File: src/rtl/mem_arb_pkg.sv
// Shared types and default sizing for the two-requester memory port arbiter.
// The optional MEM_ARB_ROUND_ROBIN_EN build uses req_id_e to track the last grant.
package mem_arb_pkg;

    localparam int unsigned DEF_ADDR_W = 11;
    localparam int unsigned DEF_DATA_W = 10;
    localparam int unsigned DEF_DEPTH  = 1024;

    typedef enum logic [1:0] {
        ST_IDLE    = 2'd0,
        ST_ISSUE   = 2'd1,
        ST_CAPTURE = 2'd2,
        ST_ACK     = 2'd3
    } arb_state_e;

    typedef enum logic {
        REQ_A = 1'b0,
        REQ_B = 1'b1
    } req_id_e;

    function automatic req_id_e other_req(input req_id_e id);
        return (id == REQ_A) ? REQ_B : REQ_A;
    endfunction

endpackage

File: src/rtl/mem_arb_pick.sv
// Combinational winner selection: a lone request always wins, a tie goes to
// the requester that was not granted last.
module mem_arb_pick
    import mem_arb_pkg::*;
(
    input  logic    a_req_i,
    input  logic    b_req_i,
    input  req_id_e last_grant_i,
    output req_id_e grant_c_o
);

    always_comb begin
        grant_c_o = REQ_A;
        if (a_req_i && b_req_i) begin
            grant_c_o = other_req(last_grant_i);
        end else if (b_req_i) begin
            grant_c_o = REQ_B;
        end
    end

endmodule

File: src/rtl/mem_port_arbiter.sv
// Arbitrates a capture (A) and a readout (B) requester onto one synchronous memory port
// using four-phase handshakes. Define MEM_ARB_ROUND_ROBIN_EN for round-robin tie breaking.
module mem_port_arbiter
    import mem_arb_pkg::*;
#(
    parameter int unsigned ADDR_W = DEF_ADDR_W,
    parameter int unsigned DATA_W = DEF_DATA_W,
    parameter int unsigned DEPTH  = DEF_DEPTH
) (
    input  logic              clk_100,
    input  logic              rst,

    input  logic              a_req,
    input  logic              a_we,
    input  logic [ADDR_W-1:0] a_addr,
    input  logic [DATA_W-1:0] a_wdata,
    output logic              a_ack,
    output logic              a_err,
    output logic [DATA_W-1:0] a_rdata,

    input  logic              b_req,
    input  logic              b_we,
    input  logic [ADDR_W-1:0] b_addr,
    input  logic [DATA_W-1:0] b_wdata,
    output logic              b_ack,
    output logic              b_err,
    output logic [DATA_W-1:0] b_rdata,

    output logic              mem_we,
    output logic [ADDR_W-1:0] mem_addr,
    output logic [DATA_W-1:0] mem_wdata,
    input  logic [DATA_W-1:0] mem_rdata,

    output logic              busy
);

    arb_state_e        state_q, state_d;
    req_id_e           win_q, win_d;
    logic              we_q, we_d;
    logic              oor_q, oor_d;
    logic              a_ack_q, a_ack_d;
    logic              a_err_q, a_err_d;
    logic              b_ack_q, b_ack_d;
    logic              b_err_q, b_err_d;
    logic [DATA_W-1:0] a_rdata_q, a_rdata_d;
    logic [DATA_W-1:0] b_rdata_q, b_rdata_d;
    logic              mem_we_q, mem_we_d;
    logic [ADDR_W-1:0] mem_addr_q, mem_addr_d;
    logic [DATA_W-1:0] mem_wdata_q, mem_wdata_d;
    logic              busy_q, busy_d;

    req_id_e           grant_c;
    req_id_e           last_grant_c;
    logic              sel_we_c;
    logic [ADDR_W-1:0] sel_addr_c;
    logic [DATA_W-1:0] sel_wdata_c;
    logic              sel_oor_c;
    logic              win_req_c;

`ifdef MEM_ARB_ROUND_ROBIN_EN
    req_id_e           last_grant_q, last_grant_d;
    assign last_grant_c = last_grant_q;
`else
    assign last_grant_c = REQ_B;
`endif

    mem_arb_pick u_pick (
        .a_req_i      (a_req),
        .b_req_i      (b_req),
        .last_grant_i (last_grant_c),
        .grant_c_o    (grant_c)
    );

    assign sel_we_c    = (grant_c == REQ_A) ? a_we    : b_we;
    assign sel_addr_c  = (grant_c == REQ_A) ? a_addr  : b_addr;
    assign sel_wdata_c = (grant_c == REQ_A) ? a_wdata : b_wdata;
    assign sel_oor_c   = (32'(sel_addr_c) >= DEPTH);
    assign win_req_c   = (win_q == REQ_A) ? a_req : b_req;

    // Next-state and registered-output logic; memory port is loaded on the IDLE->ISSUE edge
    always_comb begin
        state_d     = state_q;
        win_d       = win_q;
        we_d        = we_q;
        oor_d       = oor_q;
        a_ack_d     = a_ack_q;
        a_err_d     = a_err_q;
        b_ack_d     = b_ack_q;
        b_err_d     = b_err_q;
        a_rdata_d   = a_rdata_q;
        b_rdata_d   = b_rdata_q;
        mem_we_d    = 1'b0;
        mem_addr_d  = mem_addr_q;
        mem_wdata_d = mem_wdata_q;
`ifdef MEM_ARB_ROUND_ROBIN_EN
        last_grant_d = last_grant_q;
`endif

        case (state_q)
            ST_IDLE: begin
                if (a_req || b_req) begin
                    win_d   = grant_c;
                    we_d    = sel_we_c;
                    oor_d   = sel_oor_c;
                    state_d = ST_ISSUE;
`ifdef MEM_ARB_ROUND_ROBIN_EN
                    last_grant_d = grant_c;
`endif
                    if (!sel_oor_c) begin
                        mem_addr_d  = sel_addr_c;
                        mem_wdata_d = sel_wdata_c;
                        mem_we_d    = sel_we_c;
                    end
                end
            end

            ST_ISSUE: begin
                if (we_q) begin
                    state_d = ST_ACK;
                    if (win_q == REQ_A) begin
                        a_ack_d = 1'b1;
                        a_err_d = oor_q;
                    end else begin
                        b_ack_d = 1'b1;
                        b_err_d = oor_q;
                    end
                end else begin
                    state_d = ST_CAPTURE;
                end
            end

            ST_CAPTURE: begin
                state_d = ST_ACK;
                if (win_q == REQ_A) begin
                    a_ack_d   = 1'b1;
                    a_err_d   = oor_q;
                    a_rdata_d = oor_q ? '0 : mem_rdata;
                end else begin
                    b_ack_d   = 1'b1;
                    b_err_d   = oor_q;
                    b_rdata_d = oor_q ? '0 : mem_rdata;
                end
            end

            ST_ACK: begin
                if (!win_req_c) begin
                    state_d = ST_IDLE;
                    a_ack_d = 1'b0;
                    a_err_d = 1'b0;
                    b_ack_d = 1'b0;
                    b_err_d = 1'b0;
                end
            end

            default: begin
                state_d = ST_IDLE;
            end
        endcase

        busy_d = (state_d != ST_IDLE);
    end

    always_ff @(posedge clk_100 or posedge rst) begin
        if (rst) begin
            state_q     <= ST_IDLE;
            win_q       <= REQ_A;
            we_q        <= 1'b0;
            oor_q       <= 1'b0;
            a_ack_q     <= 1'b0;
            a_err_q     <= 1'b0;
            b_ack_q     <= 1'b0;
            b_err_q     <= 1'b0;
            a_rdata_q   <= '0;
            b_rdata_q   <= '0;
            mem_we_q    <= 1'b0;
            mem_addr_q  <= '0;
            mem_wdata_q <= '0;
            busy_q      <= 1'b0;
        end else begin
            state_q     <= state_d;
            win_q       <= win_d;
            we_q        <= we_d;
            oor_q       <= oor_d;
            a_ack_q     <= a_ack_d;
            a_err_q     <= a_err_d;
            b_ack_q     <= b_ack_d;
            b_err_q     <= b_err_d;
            a_rdata_q   <= a_rdata_d;
            b_rdata_q   <= b_rdata_d;
            mem_we_q    <= mem_we_d;
            mem_addr_q  <= mem_addr_d;
            mem_wdata_q <= mem_wdata_d;
            busy_q      <= busy_d;
        end
    end

`ifdef MEM_ARB_ROUND_ROBIN_EN
    always_ff @(posedge clk_100 or posedge rst) begin
        if (rst) begin
            last_grant_q <= REQ_B;
        end else begin
            last_grant_q <= last_grant_d;
        end
    end
`endif

    assign a_ack     = a_ack_q;
    assign a_err     = a_err_q;
    assign a_rdata   = a_rdata_q;
    assign b_ack     = b_ack_q;
    assign b_err     = b_err_q;
    assign b_rdata   = b_rdata_q;
    assign mem_we    = mem_we_q;
    assign mem_addr  = mem_addr_q;
    assign mem_wdata = mem_wdata_q;
    assign busy      = busy_q;

endmodule

File: config.mk
export PLATFORM = sky130hd
export DESIGN_NAME = mem_port_arbiter
export DESIGN_NICKNAME = d
export VERILOG_FILES = /design/src/rtl/mem_arb_pkg.sv /design/src/rtl/mem_arb_pick.sv /design/src/rtl/mem_port_arbiter.sv
export SDC_FILE = /design/constraint.sdc
export NUM_CORES = 1
export LEC_CHECK = 0
export ABC_AREA = 1
export CAP_MARGIN = 15
export CORE_UTILIZATION = 45
export CTS_CLUSTER_DIAMETER = 120
export DETAILED_ROUTE_END_ITERATION = 6
export PLACE_DENSITY = 0.83
export SLEW_MARGIN = 30
export SYNTH_ARGS = -nofsm -noshare
export SYNTH_HDL_FRONTEND = slang
export SYNTH_SLANG_ARGS = --single-unit
File: constraint.sdc
create_clock -name clk_100 -period 2.72 [get_ports clk_100]
set_clock_uncertainty 0.05 [all_clocks]
set_input_delay 0.408 -clock clk_100 [delete_from_list [all_inputs] [get_ports clk_100]]
set_output_delay 0.408 -clock clk_100 [all_outputs]
set_load 0.005 [all_outputs]
==> results.sh, run 1 <==
export IMPL_track_usage=0.210
export IMPL_layout_commonest_cell="nand2_1"
export IMPL_worstSetupPathType="input port to flip-flop"
export IMPL_rsz0062_at_grt="no"
export IMPL_drt_pre_antenna_iters=5
export IMPL_syn_area_sq_mm=0.00255
export IMPL_dieWidth_um=77.2
export IMPL_cts_resized=0
export IMPL_final_core_util=0.674
export IMPL_root_buffer="clkbuf_8"
export IMPL_timing_setup_tns_ns=0
export IMPL_slowest_stage="o21ai_4"
export IMPL_core_sq_mm=0.00547
export IMPL_worstRegToRegCells=5
export IMPL_final_nets=492
export IMPL_totalWireLength_um=5850
export IMPL_worst_setup_path_end_kind="flip-flop"
export IMPL_leakage_nw=1.91
export IMPL_crit_arrival_ns=2.17
export IMPL_min_period_over_period=0.746
export IMPL_cp_buffers_inverters=2
export IMPL_p_switching_mw=1.12
export IMPL_cp_depth=7
export IMPL_cp_cell_sequence="clkdlybuf4s50_1 > inv_2 > nand2_4 > o21ai_4 > nand2_4 > nand2_1 > nand2_1"
export IMPL_grt_start_max_net_pins=53
export IMPL_io_pins=105
export IMPL_dp_cells=499
export IMPL_powerDensity_mw_per_mm2=873
export IMPL_die_area_sq_mm=0.00597
export IMPL_slew_violations=0
export IMPL_antennaDiodeCount=0
export IMPL_clock_sinks=52
export IMPL_synth_seq_cells=52
export IMPL_yosysSeqAreaShare=0.511
export IMPL_cpPeakStageDelay_ns=0.50
export IMPL_synth_nets=395
export IMPL_cts_max_level=2
export IMPL_post_cts_setup_buffer_count=0
export IMPL_rows=27
export IMPL_port_buffers=104
export IMPL_synth_cells=337
export IMPL_tightest_slew_ns=0.662
export IMPL_post_route_drc_count=0
export IMPL_syn_area_per_cell_sq_um=7.56
export IMPL_swShare=0.347
export IMPL_setup_viol=0
export IMPL_vias_per_cell=4.88
export IMPL_syn_to_final_growth_pct=44.8
export IMPL_vias=2472
export IMPL_antenna_left=0
export IMPL_ir_drop_uv=409
export IMPL_slew_limit_headroom=0.557
export IMPL_cap_violations=0
export IMPL_period_needed_ns=2.03
export IMPL_synth_warnings=0
export IMPL_outcome="completed"
export IMPL_die_h_um=77.2
export IMPL_power_frac_comb=0.433
export IMPL_dp_hpwl_um=4230
export IMPL_grt_pass1_vias=2359
export IMPL_start_util=0.465
export IMPL_critical_path_startpoint_type="input port"
export IMPL_wire_per_inst_um=11.5
export IMPL_yosysUniqueCellTypes=19
export IMPL_cp_top_family="buffers and inverters"
export IMPL_clk_pin_slew_ns=0.09
export IMPL_seqPwrFrac=0.405
export IMPL_hold_violations=0
export IMPL_crit_required_ns=2.86
export IMPL_fmax_ghz=0.493
export IMPL_grt_overflow=0
export IMPL_cts_buffers=5
export IMPL_antenna_found_initial=0
export IMPL_ctsHoldBuffers=0
export IMPL_whs_path_depth=2
export IMPL_hp_class="flip-flop to flip-flop"
export IMPL_grt_first_pass_wirelength_um=10100
export IMPL_clk_latency_ns=0.30
export IMPL_power_frac_clock=0.161
export IMPL_drive_gt1_frac=0.0483
export IMPL_drtIter0Drc=119
export IMPL_stdcell_count=507
export IMPL_mostFrequentLayoutCells="nand2_1, clkdlybuf4s50_1, dfrtp_1"
export IMPL_p_int_mw=2.10
export IMPL_crit_fanout=23
export IMPL_gp_congestion=0.800
export IMPL_cts_tree="yes"
export IMPL_clock_path_buffers=2
==> path summary, 6_finish.rpt <==
path / start / end / slack, ns
worst max-delay path: a_req / mem_wdata[0] / 0.69
worst min register to register: mem_addr[6] / mem_addr[6] / 0.43
min in group asynchronous: rst / b_rdata[8] / 0.54
max in group asynchronous: rst / mem_wdata[5] / 1.66
worst max register to register: state_q[0] / a_rdata[8] / 0.85
worst min-delay path: mem_addr[6] / mem_addr[6] / 0.43
==> cell usage after synthesis <==
cell type	instances	area (sq um)
nand2_1	168	631
dfrtp_1	52	1300
nand3_1	24	120
o21ai_0	24	120
inv_1	23	86.3
nor2_1	16	60.1
buf_4	5	37.5
clkbuf_1	5	18.8
buf_6	4	45.0
nand4_1	3	18.8
buf_2	2	10.0
inv_2	2	7.51
nand2_4	2	22.5
or2_2	2	12.5
a21oi_4	1	16.3
nand2_2	1	6.26
nor2_2	1	6.26
nor2_4	1	11.3
o21ai_4	1	16.3
==> cell type report <==
type	count	area (sq um)
multi-input cells	244	1040
clock buffers	6	72.6
flip-flops and latches	52	1300
inverters	25	93.8
well taps	72	90.1
repair buffers	106	1060
fillers	484	1780
clock inverters	2	35.0
==> stage by stage <==
| step | total power, mW | hold slack (ns) | area [sq um] | setup WS [ns] |
|---|---|---|---|---|
| after floorplan | 1.95 | 0.400 | 2550 | 1.00 |
| after global placement | 2.68 | 0.405 | 3580 | 0.427 |
| after detailed placement | 2.72 | 0.411 | 3580 | 0.358 |
| after CTS | 3.25 | 0.434 | 3690 | 0.672 |
| after global routing | 3.47 | 0.444 | 3690 | 0.493 |
| final | 3.22 | 0.429 | 3690 | 0.691 |
==> power groups by stage <==
stage / sequential (mW) / clock, mW / combinational [mW]
2_1_floorplan: 1.27 / 0 / 0.671
3_3_place_gp: 1.31 / 0 / 1.37
3_5_place_dp: 1.32 / 0 / 1.40
4_1_cts: 1.31 / 0.532 / 1.41
5_1_grt: 1.35 / 0.561 / 1.56
6_report: 1.31 / 0.520 / 1.40
==> registers in the layout, summed over array words and instances (netlist names) <==
signal	count
mem_we	1
mem_wdata	10
a_ack	1
busy	1
b_err	1
a_rdata	10
b_ack	1
oor_q	1
b_rdata	10
mem_addr	11
we_q	1
a_err	1
state_q	2
win_q	1
==> metal layers <==
layer  vias to the layer above  track usage  wire, um
met3                         9       0.0560       426
met2                        95        0.356      2820
met4                         0       0.0962        79
met1                      1140        0.247      2520
li1                       1228            -         -
met5                         -            0         0
==> cells by family after synthesis <==
| kind of cell | share of synthesized area |
|---|---|
| compound gates | 0.0599 |
| simple gates | 0.349 |
| buf+inv | 0.0806 |
| flops | 0.511 |
==> worst reg2reg max path: stages, from the launching register on <==
cell     delay, ns
dfrtp_1       0.41
inv_1         0.07
nand2_1       0.38
nor2_1        0.68
nand2_1       0.12
nand2_1       0.10
Note: power is estimated with default switching activity, not from simulation.
==> inputs of run 2 (changes only) <==
--- a/config.mk
+++ b/config.mk
@@ -7,10 +7,10 @@
 export LEC_CHECK = 0
 export ABC_AREA = 1
 export CAP_MARGIN = 15
-export CORE_UTILIZATION = 45
+export CORE_UTILIZATION = 43
 export CTS_CLUSTER_DIAMETER = 120
 export DETAILED_ROUTE_END_ITERATION = 6
-export PLACE_DENSITY = 0.83
+export PLACE_DENSITY = 0.8
 export SLEW_MARGIN = 30
 export SYNTH_ARGS = -nofsm -noshare
 export SYNTH_HDL_FRONTEND = slang
==> constraint.sdc (replaced) <==
create_clock -name clk_100 -period 1.9 [get_ports clk_100]
set_clock_uncertainty 0.05 [all_clocks]
set_input_delay 0.285 -clock clk_100 [delete_from_list [all_inputs] [get_ports clk_100]]
set_output_delay 0.285 -clock clk_100 [all_outputs]
set_load 0.005 [all_outputs]
==> run 2 against run 1 <==
  * Non-clock buffer count rose by 8
  * Combinational power rose by 51%
  * Global-route usage rose by 0.14 points
  * Clock power rose by 56%
  * Register-to-register slack got worse by 0.36 ns
  * Design area rose by 3.5%
  * Wire length rose by 5.9%
  * Worst hold slack got worse by 0.16 ns
  * Final cell count rose by 1.6%
  * Via count fell by 0.65%
  * Utilization rose by 0.67 points
  * Largest cell class unchanged
==> results.sh, run 2 (same netlist as run 1, synthesis figures left out) <==
export IMPL_outcome="completed"
export IMPL_largest_register_ffs=11
export IMPL_hp_class="input port to asynchronous set/reset pin"
export IMPL_track_usage=0.212
export IMPL_worstSetupPathType="flip-flop to output port"
export IMPL_fill_cells=494
export IMPL_crit_required_ns=1.56
export IMPL_grt_start_max_net_pins=26
export IMPL_cts_resized=0
export IMPL_tightest_slew_ns=0.491
export IMPL_antennaDiodeCount=0
export IMPL_setup_viol=0
export IMPL_io_pins=105
export IMPL_syn_to_final_growth_pct=49.9
export IMPL_grt_pass1_vias=2385
export IMPL_clock_path_buffers=2
export IMPL_core_sq_mm=0.00561
export IMPL_worst_setup_path_end_kind="output port"
export IMPL_cts_tree="yes"
export IMPL_totalWireLength_um=6190
export IMPL_ir_drop_uv=521
export IMPL_antenna_left=0
export IMPL_min_period_over_period=0.814
export IMPL_period_needed_ns=1.55
export IMPL_cp_top_family="buffers and inverters"
export IMPL_crit_arrival_ns=1.21
export IMPL_grt_overflow=0
export IMPL_crit_fanout=2
export IMPL_mostFrequentLayoutCells="nand2_1, clkdlybuf4s50_1, dfrtp_1"
export IMPL_cp_cell_sequence="clkdlybuf4s50_1"
export IMPL_dieWidth_um=79.0
export IMPL_die_area_sq_mm=0.00624
export IMPL_cap_violations=0
export IMPL_start_util=0.454
export IMPL_cpPeakStageDelay_ns=0.51
export IMPL_powerDensity_mw_per_mm2=1250
export IMPL_final_nets=500
export IMPL_rsz0062_at_grt="no"
export IMPL_cp_buffers_inverters=1
export IMPL_dp_hpwl_um=4680
export IMPL_clk_latency_ns=0.30
export IMPL_port_buffers=104
export IMPL_finalPower_mw=4.78
export IMPL_drt_pre_antenna_iters=4
export IMPL_critical_path_startpoint_type="flip-flop"
export IMPL_slew_limit_headroom=0.672
export IMPL_leakage_nw=1.97
export IMPL_hold_violations=0
export IMPL_drtIter0Drc=108
export IMPL_drive_gt1_frac=0.0677
export IMPL_post_route_drc_count=0
export IMPL_vias_per_cell=4.77
export IMPL_ctsHoldBuffers=0
export IMPL_layout_commonest_cell="nand2_1"
export IMPL_grt_first_pass_wirelength_um=10200
export IMPL_cts_buffers=5
export IMPL_antenna_found_initial=0
export IMPL_gp_congestion=0.824
export IMPL_die_h_um=79.0
export IMPL_root_buffer="clkbuf_8"
export IMPL_clock_sinks=52
export IMPL_slowest_stage="clkdlybuf4s50_1"
export IMPL_post_cts_setup_buffer_count=0
export IMPL_rows=27
export IMPL_cts_max_level=2
export IMPL_clk_pin_slew_ns=0.09
export IMPL_slew_violations=0
export IMPL_wire_per_inst_um=12.0
export IMPL_vias=2456
export IMPL_timing_setup_tns_ns=0
export IMPL_fmax_ghz=0.646
[run 2: area by class of cell]
cell class | count | area [sq um] | area share
multi-input cells | 244 | 1040 | 0.273
repair buffers | 114 | 1170 | 0.305
well taps | 72 | 90.1 | 0.0236
flip-flops and latches | 52 | 1300 | 0.341
clock buffers | 7 | 96.3 | 0.0252
clock inverters | 1 | 30.0 | 0.00786
inverters | 25 | 93.8 | 0.0246
[run 2: path summary, 6_finish.rpt]
kind / end / cells after the start / slack (ns) / startpoint
max in group asynchronous: mem_we / 3 / 1.04 / rst
hold reg to reg: mem_wdata[7] / 2 / 0.43 / mem_wdata[7]
hold / removal: mem_addr[3] / 2 / 0.27 / rst
setup / recovery: mem_addr[8] / 1 / 0.35 / mem_addr[8]
min in group clk_100: mem_wdata[7] / 2 / 0.43 / mem_wdata[7]
setup reg to reg: a_ack / 7 / 0.49 / win_q
[run 2: worst register-to-register path: stages, from the launching register on]
cell	delay [ns]
dfrtp_1	0.38
inv_1	0.33
nand2_1	0.14
nand2_1	0.08
nand2_1	0.14
nand3_1	0.13
nand2_1	0.06
nand2_1	0.05
[run 2: report_power, final]
group | internal (mW) | total, mW | switching [mW]
sequential | 1.56 | 1.85 | 0.292
clock | 0.465 | 0.813 | 0.348
combinational | 1.14 | 2.12 | 0.977
[run 2: metal layers]
metal / vias up / track usage / routed length (um) / share of wire
met4: 0 / 0.0818 / 118 / 0.019
met2: 108 / 0.372 / 3060 / 0.49
li1: 1244 / - / - / -
met5: - / 0 / 0 / 0
met3: 14 / 0.0724 / 494 / 0.080
met1: 1090 / 0.233 / 2520 / 0.41
[run 2: through the flow]
step / utilization / setup slack (ns) / area [sq um] / hold slack (ns) / std cells
final: 0.681 / 0.353 / 3820 / 0.269 / 515
after detailed placement: 0.658 / 0.115 / 3690 / 0.408 / 507
after floorplan: - / 0.307 / 2550 / 0.400 / 337
after global routing: 0.681 / 0.308 / 3820 / 0.313 / 515
after global placement: 0.658 / 0.146 / 3690 / 0.403 / 507
after CTS: 0.681 / 0.353 / 3820 / 0.277 / 515
